## config.mk

```make
export PLATFORM = sky130hd
export DESIGN_NAME = arith_pipe_unit_flat
export DESIGN_NICKNAME = d
export VERILOG_FILES = /design/src/rtl/arith_pipe_unit_if.sv /design/src/rtl/arith_pipe_unit.sv /design/src/flat_wrapper.sv
export SDC_FILE = /design/constraint.sdc
export NUM_CORES = 1
export LEC_CHECK = 0
export ABC_AREA = 1
export CAP_MARGIN = 20
export CORE_MARGIN = 10
export CORE_UTILIZATION = 35
export CTS_BUF_LIST = sky130_fd_sc_hd__clkbuf_16
export CTS_CLUSTER_SIZE = 10
export DETAILED_ROUTE_END_ITERATION = 10
export PLACE_DENSITY = 0.63
export SLEW_MARGIN = 20
export SYNTH_ARGS = -nofsm -noshare
export SYNTH_HDL_FRONTEND = slang
export SYNTH_SLANG_ARGS = --single-unit
```

## constraint.sdc

```tcl
create_clock -name clk -period 2.3 [get_ports clk]
set_input_delay 0.345 -clock clk [delete_from_list [all_inputs] [get_ports clk]]
set_output_delay 0.345 -clock clk [all_outputs]
set_load 0.005 [all_outputs]
```

## src/rtl/arith_pipe_unit_if.sv

```systemverilog
// Request/result handshake bundle for arith_pipe_unit.
// master = producer/consumer side, slave = the arithmetic unit.
interface arith_pipe_unit_if #(
  parameter int unsigned WIDTH = 8
);
  logic             in_valid;
  logic             in_ready;
  logic [1:0]       in_op;
  logic [WIDTH-1:0] in_a;
  logic [WIDTH-1:0] in_b;
  logic             out_valid;
  logic             out_ready;
  logic [WIDTH:0]   out_result;
  logic             out_overflow;
  logic [15:0]      out_count;

  modport master (
    output in_valid, in_op, in_a, in_b, out_ready,
    input  in_ready, out_valid, out_result, out_overflow, out_count
  );

  modport slave (
    input  in_valid, in_op, in_a, in_b, out_ready,
    output in_ready, out_valid, out_result, out_overflow, out_count
  );
endinterface

```

## src/rtl/arith_pipe_unit.sv

```systemverilog
// Pipelined unsigned ADD/SUB/AND/OR unit with valid/ready backpressure
// and a 16-bit completed-transfer counter.
module arith_pipe_unit #(
  parameter int unsigned WIDTH    = 8,
  parameter int unsigned LATENCY  = 2,
  parameter int unsigned SATURATE = 0
) (
  input  logic             clk,
  input  logic             rst,
  arith_pipe_unit_if.slave bus
);

  localparam logic [1:0] OP_ADD = 2'd0;
  localparam logic [1:0] OP_SUB = 2'd1;
  localparam logic [1:0] OP_AND = 2'd2;

  logic             adv;
  logic [WIDTH:0]   sum;
  logic [WIDTH:0]   dif;
  logic [WIDTH:0]   res_d;
  logic             ovf_d;
  logic [WIDTH:0]   res_q [LATENCY];
  logic             ovf_q [LATENCY];
  logic             vld_q [LATENCY];
  logic [15:0]      cnt_q;
  logic [15:0]      cnt_d;
  logic             xfer;

  // The whole pipe moves as one shift register; a stalled output freezes
  // every stage, bubbles included.
  assign adv          = !vld_q[LATENCY-1] || bus.out_ready;
  assign bus.in_ready = adv && !rst;

  assign bus.out_valid    = vld_q[LATENCY-1];
  assign bus.out_result   = res_q[LATENCY-1];
  assign bus.out_overflow = ovf_q[LATENCY-1];
  assign bus.out_count    = cnt_q;

  assign xfer  = vld_q[LATENCY-1] && bus.out_ready;
  assign cnt_d = cnt_q + {15'd0, xfer};

  assign sum = {1'b0, bus.in_a} + {1'b0, bus.in_b};
  assign dif = {1'b0, bus.in_a} - {1'b0, bus.in_b};

  always_comb begin
    res_d = '0;
    ovf_d = 1'b0;
    case (bus.in_op)
      OP_ADD: begin
        ovf_d = sum[WIDTH];
        res_d = (SATURATE != 0 && ovf_d) ? {1'b0, {WIDTH{1'b1}}} : sum;
      end
      OP_SUB: begin
        ovf_d = bus.in_a < bus.in_b;
        res_d = (SATURATE != 0 && ovf_d) ? '0 : dif;
      end
      OP_AND:  res_d = {1'b0, bus.in_a & bus.in_b};
      default: res_d = {1'b0, bus.in_a | bus.in_b};
    endcase
  end

  always_ff @(posedge clk or posedge rst) begin
    if (rst) begin
      for (int unsigned i = 0; i < LATENCY; i++) begin
        vld_q[i] <= 1'b0;
        res_q[i] <= '0;
        ovf_q[i] <= 1'b0;
      end
      cnt_q <= '0;
    end else begin
      if (adv) begin
        vld_q[0] <= bus.in_valid;
        res_q[0] <= res_d;
        ovf_q[0] <= ovf_d;
        for (int unsigned i = 1; i < LATENCY; i++) begin
          vld_q[i] <= vld_q[i-1];
          res_q[i] <= res_q[i-1];
          ovf_q[i] <= ovf_q[i-1];
        end
      end
      cnt_q <= cnt_d;
    end
  end

endmodule
```

## src/flat_wrapper.sv

```systemverilog
// flat-port wrapper written by rule: the top's interface ports become plain ports
module arith_pipe_unit_flat 
#(
  parameter int unsigned WIDTH    = 8,
  parameter int unsigned LATENCY  = 2,
  parameter int unsigned SATURATE = 0
)
  (clk, rst, bus_in_valid, bus_in_op, bus_in_a, bus_in_b, bus_out_ready, bus_in_ready, bus_out_valid, bus_out_result, bus_out_overflow, bus_out_count);
  arith_pipe_unit_if #(.WIDTH(WIDTH)) bus_i ();
  input  logic clk;
  input  logic rst;
  input wire logic [$bits(bus_i.in_valid)-1:0] bus_in_valid;
  input wire logic [$bits(bus_i.in_op)-1:0] bus_in_op;
  input wire logic [$bits(bus_i.in_a)-1:0] bus_in_a;
  input wire logic [$bits(bus_i.in_b)-1:0] bus_in_b;
  input wire logic [$bits(bus_i.out_ready)-1:0] bus_out_ready;
  output wire logic [$bits(bus_i.in_ready)-1:0] bus_in_ready;
  output wire logic [$bits(bus_i.out_valid)-1:0] bus_out_valid;
  output wire logic [$bits(bus_i.out_result)-1:0] bus_out_result;
  output wire logic [$bits(bus_i.out_overflow)-1:0] bus_out_overflow;
  output wire logic [$bits(bus_i.out_count)-1:0] bus_out_count;
  assign bus_i.in_valid = bus_in_valid;
  assign bus_i.in_op = bus_in_op;
  assign bus_i.in_a = bus_in_a;
  assign bus_i.in_b = bus_in_b;
  assign bus_i.out_ready = bus_out_ready;
  assign bus_in_ready = bus_i.in_ready;
  assign bus_out_valid = bus_i.out_valid;
  assign bus_out_result = bus_i.out_result;
  assign bus_out_overflow = bus_i.out_overflow;
  assign bus_out_count = bus_i.out_count;
  arith_pipe_unit #(.WIDTH(WIDTH), .LATENCY(LATENCY), .SATURATE(SATURATE)) u_core (.clk(clk), .rst(rst), .bus(bus_i));
endmodule
```

==> results of run 1 <==
## metrics by stage
| stage | area (um2) | worst slack (ns) |
|---|---|---|
| after CTS | 3480 | 0.248 |
| after global routing | 3480 | 0.0742 |
| after floorplan | 2710 | 0.615 |
| final | 3480 | 0.268 |
| after detailed placement | 3310 | -0.0255 |
| after global placement | 3310 | 0.0206 |
## kinds of logic after synthesis
kind of cell | count (synthesis)
simple gates | 186
compound gates | 22
flops | 38
xor+xnor | 15
fa+ha+maj | 29
buf+inv | 75
## worst max-delay path, stage by stage
cell and delay [ns]:
clkdlybuf4s50_1 0.51, ha_1 0.18, inv_1 0.06, fa_1 0.39, inv_1 0.09, nand3_1 0.09
nand3_1 0.13, nand2_1 0.06, nand3_1 0.06, nand3_1 0.06, o21ai_0 0.16, nand2_1 0.07
## power breakdown
| group | leakage, uW | total (uW) | switching (uW) | internal (uW) |
|---|---|---|---|---|
| Clock | 0.0000836 | 760 | 253 | 507 |
| Combinational | 0.00130 | 751 | 358 | 392 |
| Sequential | 0.000460 | 939 | 123 | 816 |
## cell usage after synthesis
cell type / n
a211oi_1: 1
a21boi_0: 1
a21oi_1: 6
a221oi_1: 1
and2_1: 1
buf_2: 6
buf_4: 9
clkbuf_1: 4
dfrtp_1: 38
fa_1: 2
ha_1: 27
inv_1: 56
nand2_1: 117
nand3_1: 33
nand3_2: 2
nand3b_1: 1
nand4_1: 3
nand4_2: 1
nor2_1: 19
nor2_2: 3
nor3_1: 3
nor3_2: 1
nor3_4: 1
o21ai_0: 12
o31ai_1: 1
or2_2: 1
xnor2_1: 3
xor2_1: 12
## placed cells by master (no fill, tap or decap), types with 2 or more instances in the layout
master             n
nand2_1          117
inv_1             56
clkdlybuf4s50_1   49
dfrtp_1           38
nand3_1           33
ha_1              27
nor2_1            19
buf_4             13
o21ai_0           12
xor2_1            12
a21oi_1            6
clkbuf_16          5
nor2_2             3
nor3_1             3
nand4_1            3
xnor2_1            3
nand3_2            2
fa_1               2
clkinv_2           2
## layer usage
layer,vias up,wire length [um],share of wire [%],track usage (%)
met5,-,0,0,0
met4,0,72,1.2,3.53
met3,8,387,6.5,2.74
met2,52,2710,45,17.9
met1,1011,2800,47,12.4
li1,1220,-,-,-
## how the worst min path moves through the flow
stage / slack (ns) / from / to
2_1_floorplan: 0.42 / u_core.vld_q[1] / u_core.bus.out_valid
3_3_place_gp: 0.44 / u_core.vld_q[1] / u_core.bus.out_valid
3_5_place_dp: 0.44 / u_core.vld_q[1] / u_core.bus.out_valid
4_1_cts: 0.45 / u_core.vld_q[1] / u_core.bus.out_valid
5_1_grt: 0.47 / u_core.vld_q[1] / u_core.bus.out_valid
6_report: 0.45 / u_core.vld_q[1] / u_core.bus.out_valid
## sequential cells by signal (all words and copies together) (netlist names)
register,flops
u_core.bus.out_valid,1
u_core.bus.out_result,9
u_core.ovf_q,1
u_core.vld_q,1
u_core.bus.out_overflow,1
u_core.bus.out_count,16
u_core.res_q,9
## cell type report
class	count	area [um2]	area share, %
sequential	38	951	27.3
clock inverter	3	40.0	1.15
multi-input combinational	252	1440	41.3
clock buffer	5	125	3.60
tap	102	128	3.67
inverter	56	210	6.04
timing repair buffer	62	588	16.9
==> impl_metrics.tcl, run 1 <==
set metrics [dict create \
    outcome "complete, no violations" \
    die_y_um 108 \
    cts_sinks 38 \
    final_util_pct 45.5 \
    rsz0062_at_grt "no" \
    htreeDepth 2 \
    dp_hpwl_mm 4.88 \
    r2r_cells 10 \
    hold_depth 2 \
    power.density_mw_per_mm2 704 \
    row_count 32 \
    synthXorXnorAreaFrac_pct 4.85 \
    reg2reg_to "u_core.bus.out_count[12]" \
    crit_path_start "bus_in_b[0]" \
    wl_per_cell_um 11.5 \
    dieWidth_um 108 \
    critPathCaptureType "flip-flop" \
    grt_pass1_vias 2342 \
    synth_area_leaders "dfrtp_1 (35%), nand2_1 (16%), ha_1 (12%)" \
    hold_viol_final 0 \
    grt.total_usage_pct 10.5 \
    drt-total-wl_mm 5.97 \
    num_vias 2291 \
    yosysSeqAreaShare_pct 35.1 \
    r2r-start "u_core.bus.out_valid" \
    timing.final.crit_period_ns 2.03 \
    yosys.area.top_type "dfrtp_1" \
    synthMuxAreaShare_pct 0 \
    drive_gt1_share_pct 7.21 \
    fillers 762 \
    clockBufferDepth 2 \
    coreArea_mm2 0.00765 \
    cap_violations 0 \
    clockRootBuffer "clkbuf_16" \
    antenna_found_initial 0 \
    grt_max_degree 39 \
    ys.warnings.count 0 \
    synth_compound_area_share_pct 4.48 \
    totalPowerFinal_uw 2450 \
    clkSlewWorstSetupHoldPaths_ns 0.06 \
    cp_max_fo 3 \
    synth_area_mm2 0.00271 \
    syn_avg_cell_area_um2 7.43 \
    required_ns 2.46 \
    tightest_slew_ns 0.472 \
    post_cts_buffers 0 \
    relSlewSlack_pct 68.5 \
    place.gp.congestion 0.883 \
    yosys.area_share.simple_pct 29.8 \
    drt_iter0_drc 58 \
    slew_violations 0 \
    numCtsBuffers 5 \
    grt_pass1_wl_mm 10.1 \
    firstDrtPassIters 4 \
    ys_seq_elements 38 \
    p_leak_uw 0.00185 \
    areaGrowthSynthToFinish_pct 28.3 \
    synthCells 365 \
    crit_type "in2reg" \
    cts_hold_buf 0 \
    cts_tree "done" \
    syn-num-nets 416 \
    hold_path.class "reg2reg" \
    die_area_mm2 0.0117 \
    grt-ovfl-total 0 \
    yosysUniqueCellTypes 28 \
    cts_resized 0 \
    crit_arrival_ns 2.20 \
    initial_core_util_pct 35.5 \
    ioPinCount 50 \
    clk_latency_ns 0.28 \
    crit_path_start_kind "input pin" \
    drtAntennaViolNets 0 \
    final_cells 518 \
    diodes 0 \
    crit_end "u_core.res_q[13]" \
    max_freq_ghz 0.492 \
    port_buffers 49 \
    synthAdderAreaFrac_pct 13.9 \
    setup_viol 0 \
    synth_top_family_by_area "simple AND/OR/NAND/NOR gates" \
    dp.cells 510 \
    peakVddDrop_v 0.000278 \
    setup_tns_ns 0 \
    vias_per_cell 4.42 \
    reg2reg_slack_ns 0.54 \
    holdWs_ns 0.453 \
    nets 466 \
    drc 0 \
    fin_worst_skew_ns 0.00188 \
    period_share_pct 88.4 \
    netlist.area_leader.share_pct 35.1 \
]
No activity file was read; power rests on OpenSTA's default activity.
==> inputs of run 2 (changes only) <==
--- a/config.mk
+++ b/config.mk
@@ -12,7 +12,7 @@
 export CTS_BUF_LIST = sky130_fd_sc_hd__clkbuf_16
 export CTS_CLUSTER_SIZE = 10
 export DETAILED_ROUTE_END_ITERATION = 10
-export PLACE_DENSITY = 0.63
+export PLACE_DENSITY_LB_ADDON = 0.1
 export SLEW_MARGIN = 20
 export SYNTH_ARGS = -nofsm -noshare
 export SYNTH_HDL_FRONTEND = slang
==> run 2 against run 1 <==
Compared with the run above: via count increased by 1.4%; critical endpoint is now u_core.res_q[11]; non-clock buffer count increased by 1; sequential share of layout area decreased by 0.24 points; largest cell class unchanged.
==> impl_metrics.tcl, run 2 (same netlist as run 1, synthesis figures left out) <==
set metrics [dict create \
    grt.total_usage_pct 11.0 \
    numCtsBuffers 5 \
    p_switching_uw 730 \
    outcome "complete, no violations" \
    clockBufferDepth 2 \
    relSlewSlack_pct 68.8 \
    die_area_mm2 0.0117 \
    grt-ovfl-total 0 \
    drive_gt1_share_pct 7.19 \
    wl_per_cell_um 11.9 \
    coreArea_mm2 0.00765 \
    cts_tree "done" \
    htreeDepth 2 \
    reg2reg_to "u_core.bus.out_count[12]" \
    dieWidth_um 108 \
    grt_pass1_vias 2368 \
    diodes 0 \
    period_share_pct 89.3 \
    required_ns 2.45 \
    cp_max_fo 3 \
    crit_path_start_kind "input pin" \
    port_buffers 49 \
    dp_hpwl_mm 5.09 \
    min_from "u_core.vld_q[1]" \
    setup_viol 0 \
    largest_reg_flops 16 \
    clockRootBuffer "clkbuf_16" \
    firstDrtPassIters 4 \
    fin_area_mm2 0.00351 \
    cts_sinks 38 \
    fillers 800 \
    slew_violations 0 \
    drc 0 \
    totalPowerFinal_uw 2560 \
    p_leak_uw 0.00186 \
    row_count 32 \
    antenna_found_initial 0 \
    clkSlewWorstSetupHoldPaths_ns 0.06 \
    drt-total-wl_mm 6.20 \
    peakVddDrop_v 0.000353 \
    num_vias 2323 \
    p_int_uw 1830 \
    grt_pass1_wl_mm 10.7 \
    hold_path_end "u_core.bus.out_valid" \
    areaGrowthSynthToFinish_pct 29.5 \
    grt_max_degree 39 \
    fin_worst_skew_ns 0.00270 \
    power.density_mw_per_mm2 729 \
    crit_type "in2reg" \
    max_freq_ghz 0.487 \
    drtAntennaViolNets 0 \
    initial_core_util_pct 35.5 \
    place_area_mm2 0.00332 \
    r2r_cells 10 \
    regArea_um2 951 \
    vias_per_cell 4.48 \
    post_cts_buffers 0 \
    final_common_cell "nand2_1" \
    ioPinCount 50 \
    r2r-start "u_core.bus.out_valid" \
    clkPwrFrac_pct 34.0 \
    place_ws_ns -0.0716 \
    setup_slack_ns 0.247 \
    cts_hold_buf 0 \
    place.gp.congestion 0.899 \
    holdWs_ns 0.453 \
    multi_input_area_mm2 0.00144 \
    die_y_um 108 \
    rsz0062_at_grt "no" \
    crit_arrival_ns 2.20 \
    timing.final.crit_period_ns 2.05 \
    cap_violations 0 \
    hold_path.class "reg2reg" \
    drt_iter0_drc 82 \
    pwr-share-comb_pct 29.5 \
    critPathCaptureType "flip-flop" \
    hold_viol_final 0 \
    clk_latency_ns 0.28 \
    nets 467 \
    reg2reg_slack_ns 0.54 \
    swShare_pct 28.5 \
    layout_common_cells "nand2_1 (117), inv_1 (56), clkdlybuf4s50_1 (49)" \
    seqPwrFrac_pct 36.6 \
    tightest_slew_ns 0.468 \
    hold_depth 2 \
]
==> run 2: cell count changes in the layout (fill, tap and decap cells not counted) <==
| cell | change |
|---|---|
| buf_4 | +1 |
| bufinv_16 | +1 |
| clkinv_1 | +1 |
| clkinv_2 | -2 |
| o21ai_0 | -1 |
| o21ai_1 | +1 |
==> run 2: layout make-up <==
| type | count | area share (%) |
|---|---|---|
| Sequential cell | 38 | 27.1 |
| Multi-Input combinational cell | 252 | 40.9 |
| Clock inverter | 3 | 1.82 |
| Timing Repair Buffer | 63 | 17.0 |
| Tap cell | 102 | 3.64 |
| Clock buffer | 5 | 3.56 |
| Inverter | 56 | 5.99 |
==> run 2: routing by layer <==
layer | global-route usage (%) | share of wire (%) | wire length, um
met4 | 3.05 | 0.92 | 57
met1 | 13.1 | 44 | 2750
met3 | 2.26 | 5.3 | 331
met5 | 0 | 0 | 0
met2 | 19.3 | 49 | 3060
==> run 2: critical path, cell delays in order <==
cell and delay, ns:
clkdlybuf4s50_1 0.51, ha_1 0.19, inv_1 0.06, fa_1 0.38
or2_2 0.30, nand3_1 0.08, nand3_1 0.07, o21ai_0 0.16
o21ai_0 0.11
==> run 2: what timing repair did <==
| item | 4_1_cts | 5_1_grt |
|---|---|---|
| gates resized for setup | 0 | 1 |
| endpoints found under the hold margin | 0 | 0 |
| setup endpoints to repair | 0 | 1 |
==> run 2: power groups by stage <==
stage	Sequential, uW	Combinational (uW)	Clock, uW
3_3_place_gp	947	756	0
4_1_cts	942	773	886
3_5_place_dp	953	772	0
2_1_floorplan	934	419	0
6_report	936	753	868
5_1_grt	964	859	918
==> run 2: stage by stage <==
| step | util, % | cells | TNS (ns) |
|---|---|---|---|
| global placement | 43.4 | 511 | 0 |
| floorplan | - | 365 | 0 |
| global route | 45.9 | 519 | 0 |
| CTS | 45.9 | 519 | 0 |
| detailed placement | 43.4 | 511 | -0.105 |
| finish | 45.9 | 519 | 0 |
==> run 2: worst max-delay path by stage <==
stage / startpoint / end / slack [ns] / depth (start not counted)
6_report: bus_in_b[0] / u_core.res_q[11] / 0.25 / 9
5_1_grt: bus_in_b[0] / u_core.res_q[15] / 0.03 / 14
4_1_cts: bus_in_b[0] / u_core.res_q[11] / 0.21 / 9
3_5_place_dp: bus_in_b[0] / u_core.res_q[11] / -0.07 / 9
3_3_place_gp: bus_in_b[0] / u_core.res_q[15] / 0.004 / 14
2_1_floorplan: bus_in_a[0] / u_core.res_q[11] / 0.62 / 9
